===== src/rtl/instruction_fetch.sv =====
// Fetch stage: owns the PC, issues one outstanding word fetch at a time and
// buffers returned instructions in a 2-entry FIFO presented to the decoder.
module instruction_fetch #(
  parameter logic [31:0] RESET_PC = 32'h0000_0000
) (
  input  logic        clk,
  input  logic        rst,
  output logic        imem_req_valid,
  input  logic        imem_req_ready,
  output logic [31:0] imem_req_addr,
  input  logic        imem_resp_valid,
  input  logic [31:0] imem_resp_data,
  input  logic        redirect_valid,
  input  logic [31:0] redirect_pc,
  output logic        instr_valid,
  input  logic        instr_ready,
  output logic [31:0] instruction,
  output logic [31:0] instr_pc
);

  localparam logic [1:0] ST_IDLE      = 2'd0;
  localparam logic [1:0] ST_WAIT      = 2'd1;
  localparam logic [1:0] ST_WAIT_DROP = 2'd2;
  localparam int         DEPTH        = 2;

  localparam logic [31:0] RESET_PC_ALIGNED = RESET_PC & ~32'h3;

  logic [1:0]  state_q, state_d;
  logic [31:0] pc_q, pc_d;
  logic [31:0] req_pc_q, req_pc_d;
  logic [1:0]  count_q, count_d;

  // Each entry is {instruction, pc}; entry 0 is the head.
  logic [63:0] ent_q [DEPTH];
  logic [63:0] ent_d [DEPTH];

  logic        req_fire;
  logic        push;
  logic        pop;
  logic        head_shown;
  logic [1:0]  wr_idx;
  logic [63:0] push_ent;
  logic [31:0] redirect_aligned;

  assign redirect_aligned = redirect_pc & ~32'h3;

  assign head_shown     = (count_q != 2'd0) && !rst;
  assign imem_req_valid = (state_q == ST_IDLE) && (count_q < 2'(DEPTH))
                          && !redirect_valid && !rst;
  assign imem_req_addr  = pc_q;
  assign instr_valid    = head_shown && !redirect_valid;
  assign instruction    = head_shown ? ent_q[0][63:32] : 32'h0;
  assign instr_pc       = head_shown ? ent_q[0][31:0]  : 32'h0;

  assign req_fire = imem_req_valid && imem_req_ready;
  assign pop      = instr_valid && instr_ready;
  assign push     = (state_q == ST_WAIT) && imem_resp_valid && !redirect_valid;
  assign push_ent = {imem_resp_data, req_pc_q};

  // A same-cycle pop shifts the entries down first, so the write slot moves with it.
  assign wr_idx = count_q - {1'b0, pop};

  for (genvar gi = 0; gi < DEPTH; gi++) begin : g_entry
    logic [63:0] shift_src;
    if (gi < DEPTH - 1) begin : g_mid
      assign shift_src = ent_q[gi+1];
    end else begin : g_last
      assign shift_src = ent_q[gi];
    end
    assign ent_d[gi] = (push && (wr_idx == 2'(gi))) ? push_ent :
                       (pop ? shift_src : ent_q[gi]);
  end

  always_comb begin
    state_d = state_q;
    case (state_q)
      ST_IDLE: begin
        if (req_fire) state_d = ST_WAIT;
      end
      ST_WAIT: begin
        if (redirect_valid) begin
          state_d = imem_resp_valid ? ST_IDLE : ST_WAIT_DROP;
        end else if (imem_resp_valid) begin
          state_d = ST_IDLE;
        end
      end
      ST_WAIT_DROP: begin
        if (imem_resp_valid) state_d = ST_IDLE;
      end
      default: state_d = ST_IDLE;
    endcase
  end

  always_comb begin
    pc_d     = pc_q;
    req_pc_d = req_pc_q;
    if (req_fire) begin
      req_pc_d = pc_q;
      pc_d     = pc_q + 32'd4;
    end
    if (redirect_valid) pc_d = redirect_aligned;
  end

  always_comb begin
    count_d = count_q;
    if (redirect_valid) begin
      count_d = 2'd0;
    end else if (push && !pop) begin
      count_d = count_q + 2'd1;
    end else if (pop && !push) begin
      count_d = count_q - 2'd1;
    end
  end

  always_ff @(posedge clk) begin
    if (rst) begin
      state_q  <= ST_IDLE;
      pc_q     <= RESET_PC_ALIGNED;
      req_pc_q <= RESET_PC_ALIGNED;
      count_q  <= 2'd0;
    end else begin
      state_q  <= state_d;
      pc_q     <= pc_d;
      req_pc_q <= req_pc_d;
      count_q  <= count_d;
    end
  end

  // Payload needs no reset: count gates every use of it.
  always_ff @(posedge clk) begin
    for (int i = 0; i < DEPTH; i++) begin
      ent_q[i] <= ent_d[i];
    end
  end

endmodule


===== config.mk =====
export PLATFORM = sky130hd
export DESIGN_NAME = instruction_fetch
export DESIGN_NICKNAME = d
export VERILOG_FILES = /design/src/rtl/instruction_fetch.sv
export SDC_FILE = /design/constraint.sdc
export NUM_CORES = 1
export LEC_CHECK = 0
export ABC_AREA = 1
export CORE_MARGIN = 2
export CORE_UTILIZATION = 58
export CTS_BUF_LIST = sky130_fd_sc_hd__clkbuf_2
export DETAILED_ROUTE_END_ITERATION = 6
export PLACE_DENSITY = 0.88
export SLEW_MARGIN = 30
export SYNTH_ARGS = -nofsm -noshare
export SYNTH_HDL_FRONTEND = slang
export SYNTH_SLANG_ARGS = --single-unit

===== constraint.sdc =====
create_clock -name clk -period 21.3 [get_ports clk]
set_input_delay 5.325 -clock clk [delete_from_list [all_inputs] [get_ports clk]]
set_output_delay 5.325 -clock clk [all_outputs]
set_load 0.005 [all_outputs]

# == Word-level counts from Yosys, hierarchy flattened ==
# Memories as Yosys holds them, arrays and structs flattened.
# Index checks and enable logic that the tools add are counted.
# totals
output_inout_bits,98
register_bits,68
ram_bits,128
n_memories,1
# memory_table
memory,words,width,rd,rd_clocked_by_memory_dff,write_ports,line,rtl
ent_q,2,64,2,0,2,34,logic [63:0] ent_q [DEPTH];
# classes
n_lt_le_gt_ge,1
n_reduce_logical,23
n_mux,14
add_sub_neg,4
eq_ne,4
# op_table
operator,n
2-to-1 mux 64 bit,3
2-to-1 mux 32 bit,4
"adder 32 x 3 -> 32 bit, second input constant",1
logical AND 1 bit,13
2-to-1 mux 2 bit,6
case mux 2 bit (3 select lines),1
nonzero test 2 bit,3
"equality test 2 x 1 -> 1 bit, second input constant",2
logical NOT 1 bit,4
logical NOT 2 bit,2
"adder 2 x 1 -> 2 bit, second input constant",1
"equality test 2 bit, second input constant",1
"< comparator 2 bit, second input constant",1
"!= test 2 bit, second input constant",1
OR reduction 2 bit,1
subtractor 2 x 1 -> 2 bit,1
"subtractor 2 x 1 -> 2 bit, second input constant",1

# == Depth between registers and ports, before layout ==
# logic_depth
word_depth,8
ltp_mapped,12
depth_no_buf,10

# == Worst setup path after synthesis ==
# No wires, ideal clock.
# synth_timing
path_type,in2out
startpoint,input rst
endpoint,output instr_pc[10]
arrival_time_ps,6119
required_time_ps,15975
path_buffers,2
path_slack_ps,9856
cell_stages,5
cell_sequence,clkbuf_1 > a21oi_1 > inv_2 > clkbuf_1 > nor2_1
# synth_via
elab_chain_len,3
# synth_rtl
element,line,rtl
from (decl),7,"input logic rst,"
logical NOT 1 bit,47,assign head_shown = (count_q != 2'd0) && !rst;
logical AND 1 bit,47,
2-to-1 mux 32 bit,53,assign instr_pc = head_shown ? ent_q[0][31:0] : 32'h0;
to (decl),18,output logic [31:0] instr_pc
# Every way passes these cells.

# == Worst setup path after layout ==
# layout_timing
startpoint,input rst
endpoint,output instr_valid
# layout_via
elab_chain_len,3
# layout_rtl
element,line,rtl
logical NOT 1 bit,47,
logical AND 1 bit,47,
logical AND 1 bit,51,assign instr_valid = head_shown && !redirect_valid;
to (decl),15,"output logic instr_valid,"
# Every way passes these cells.

==> run_results.csv <==
group,metric,value,unit
outcome,status,"complete, no violations",
floorplan,core_area,0.0144,mm^2
global_routing,grt_pass1_wl,28600,um
clocking,cts_hold_buf,0,
placed_design,portBuffers,161,
placed_design,dp_slack,8650,ps
routing,wl_per_cell,14.0,um
placed_design,numPlacedInstances,1209,
logic_synthesis,syn_area,0.00843,mm^2
routing,via_count,6397,
logic_synthesis,avgSynthCellArea,9.41,um^2
timing,setup_slack,8590,ps
worst_setup_path,crit_chain,"buf_2 > a21oi_1 > clkinv_2 > nor2_1 > clkdlybuf4s50_1",
placed_design,gp_congestion,0.895,
timing,finalClockSkew,38.7,ps
final_layout,diodes,0,
timing,period_needed,12710,ps
floorplan,row_count,44,
final_layout,most-common-layout-cells,"159 x clkdlybuf4s50_1, 151 x inv_1, 148 x nand2_1",
timing,setup_viol,0,
logic_synthesis,yosys.area_share.adder,0.445,%
clocking,clk_latency,750,ps
logic_synthesis,synth-simple-area-share,15.5,%
final_layout,final_net_count,1117,
final_layout,drive_gt1_share,8.14,%
global_routing,track_usage,22.7,%
logic_synthesis,synth_xor_area_share,0.831,%
logic_synthesis,ys_seq_area_share,59.4,%
routing,post-route-drc-count,0,
final_layout,layout_commonest_cell,"clkdlybuf4s50_1",
clocking,cts_root_buf,"clkbuf_2",
clocking,cts_tree,"built",
timing,fin_crit_sh,59.7,%
worst_setup_path,cp.required,15980,ps
timing,maxSlewHeadroom,45.1,%
logic_synthesis,muxShareOfSynthArea,5.12,%
clocking,path_clk_slew,280,ps
floorplan,start_util,58.7,%
routing,ant_nets,0,
routing,dr.pass1.iters,5,
global_routing,grt_max_degree,65,
placed_design,detailed_place_hpwl,12300,um
power_and_ir_drop,ir_drop,0.0000378,V
worst_setup_path,ff2ff_setup_slack,17500,ps
floorplan,die_y,125,um
worst_hold_path,hp-class,"reg2reg",
clocking,cts_buffers,17,
floorplan,die_w,125,um
timing,hold_viol_final,0,
global_routing,antenna_found_initial,0,
timing,drv_slew,0,
routing,wl,17400,um
logic_synthesis,synth_cells,896,
clocking,cts_setup_buffers,0,
run,cap_violations,0,
timing,rsz0062_at_grt,"false",
worst_setup_path,critPathMaxFanout,63,
timing,fmax,78.7,MHz
floorplan,pin_count,168,
logic_synthesis,synth_top_family_by_area,"simple AND/OR/NAND/NOR gates",
logic_synthesis,yosys_warnings,0,
clocking,postCtsResizedCells,0,
global_routing,grt_overflow,0,
logic_synthesis,synth-compound-area-share,9.40,%
worst_setup_path,end_kind,"output port",
worst_setup_path,cp-start-kind,"input pin",
clocking,clock-sinks,188,
logic_synthesis,synth_cell_type_count,32,
power_and_ir_drop,total_power,0.662,mW
final_layout,area_growth,23.7,%
power_and_ir_drop,power_density,63.4,mW/mm^2
worst_setup_path,cp_slowest_cell,"clkinv_2",
worst_setup_path,path_delay_family,"buffers and inverters",
power_and_ir_drop,leakagePower,4.07,nW
global_routing,grt_pass1_vias,5894,
worst_setup_path,crit_buf_inv,3,
routing,drtIter0Drc,469,
floorplan,dieArea,0.0155,mm^2
worst_setup_path,slowest_delay,620,ps
placed_design,post_dp_cell_area,0.0101,mm^2
timing,fin_setup_tns,0,ps
routing,via_per_inst,5.15,
clocking,cts_buffer_depth,2,
timing,max_slew.worst_pin.slew,823,ps
worst_setup_path,critPathKind,"in2out",
final_layout,stdcell_area,0.0104,mm^2
worst_setup_path,worstPathArrival,7390,ps
clocking,h-tree-depth,4,
final_layout,fin_cells,1241,
logic_synthesis,ys_ff_latch,188,
[power by group]
part	switching [mW]	total, mW	internal [mW]
logic	0.0248	0.0514	0.0265
clock network	0.133	0.206	0.0734
registers	0.00853	0.404	0.396
[layout make-up]
cell class	instances	area (um^2)
clock buffers	17	85.1
clock inverters	15	220
fillers	1033	3940
inverters	153	576
multi-input cells	519	2670
flip-flops and latches	188	5000
well taps	184	230
repair buffers	165	1640
[cells in the mapped netlist]
| cell type | instances | share of area (%) |
|---|---|---|
| o21bai_1 | 1 | 0.089 |
| and2_1 | 1 | 0.074 |
| a31oi_1 | 6 | 0.45 |
| mux2_4 | 19 | 3.4 |
| a211oi_1 | 1 | 0.089 |
| nor2_4 | 2 | 0.27 |
| o21ai_0 | 90 | 5.3 |
| nand3_1 | 37 | 2.2 |
| a21oi_1 | 56 | 3.3 |
| dfxtp_1 | 64 | 15 |
| nor3_1 | 2 | 0.12 |
| nand4_1 | 3 | 0.22 |
| or2_2 | 1 | 0.074 |
| buf_6 | 4 | 0.53 |
| nor2_1 | 112 | 5.0 |
| nand3_2 | 1 | 0.12 |
| inv_2 | 2 | 0.089 |
| nor2_2 | 4 | 0.30 |
| o2111ai_1 | 1 | 0.10 |
| mux2_2 | 13 | 1.7 |
| buf_4 | 6 | 0.53 |
| conb_1 | 1 | 0.044 |
| nor4_1 | 1 | 0.074 |
| nand4_4 | 1 | 0.25 |
| nand2_1 | 149 | 6.6 |
| edfxtp_1 | 124 | 44 |
| ha_1 | 3 | 0.45 |
| clkbuf_1 | 24 | 1.1 |
| nand2_2 | 3 | 0.22 |
| xor2_1 | 8 | 0.83 |
| buf_2 | 5 | 0.30 |
| inv_1 | 151 | 6.7 |
[state kept, by name (all words and copies together) (netlist names)]
name	cells
ent_q	124
req_pc_q	30
imem_req_addr	30
count_q	2
state_q	2
[metrics by stage]
stage	util [%]	hold WS (ps)
finish	72.6	471
global route	72.6	464
CTS	72.6	470
detailed placement	70.5	413
global placement	70.4	409
floorplan	-	408
[final timing paths]
path / startpoint / end / depth (start not counted)
worst max-delay path: rst / instr_valid / 5
worst min-delay path: req_pc_q[18] / ent_q[0][82] / 0
worst max register to register: count_q[1] / ent_q[0][51] / 10
worst min register to register: req_pc_q[18] / ent_q[0][82] / 0
[layer usage]
metal	up-vias	share of wire, %	track usage, %
met5	-	0	0
met4	0	1.8	7.20
met3	27	6.6	3.78
met2	253	47	37.3
met1	2915	44	31.1
li1	3202	-	-
[logic make-up (layout without fill, tap and decap cells)]
logic type      Yosys count  count (layout)
simple gates            317             317
flops                   188             188
xor+xnor                  8               8
other cells               1               4
compound gates          155             155
fa+ha+maj                 3               3
buf+inv                 192             350
mux                      32              32
Power figures use the tool's default switching activity.
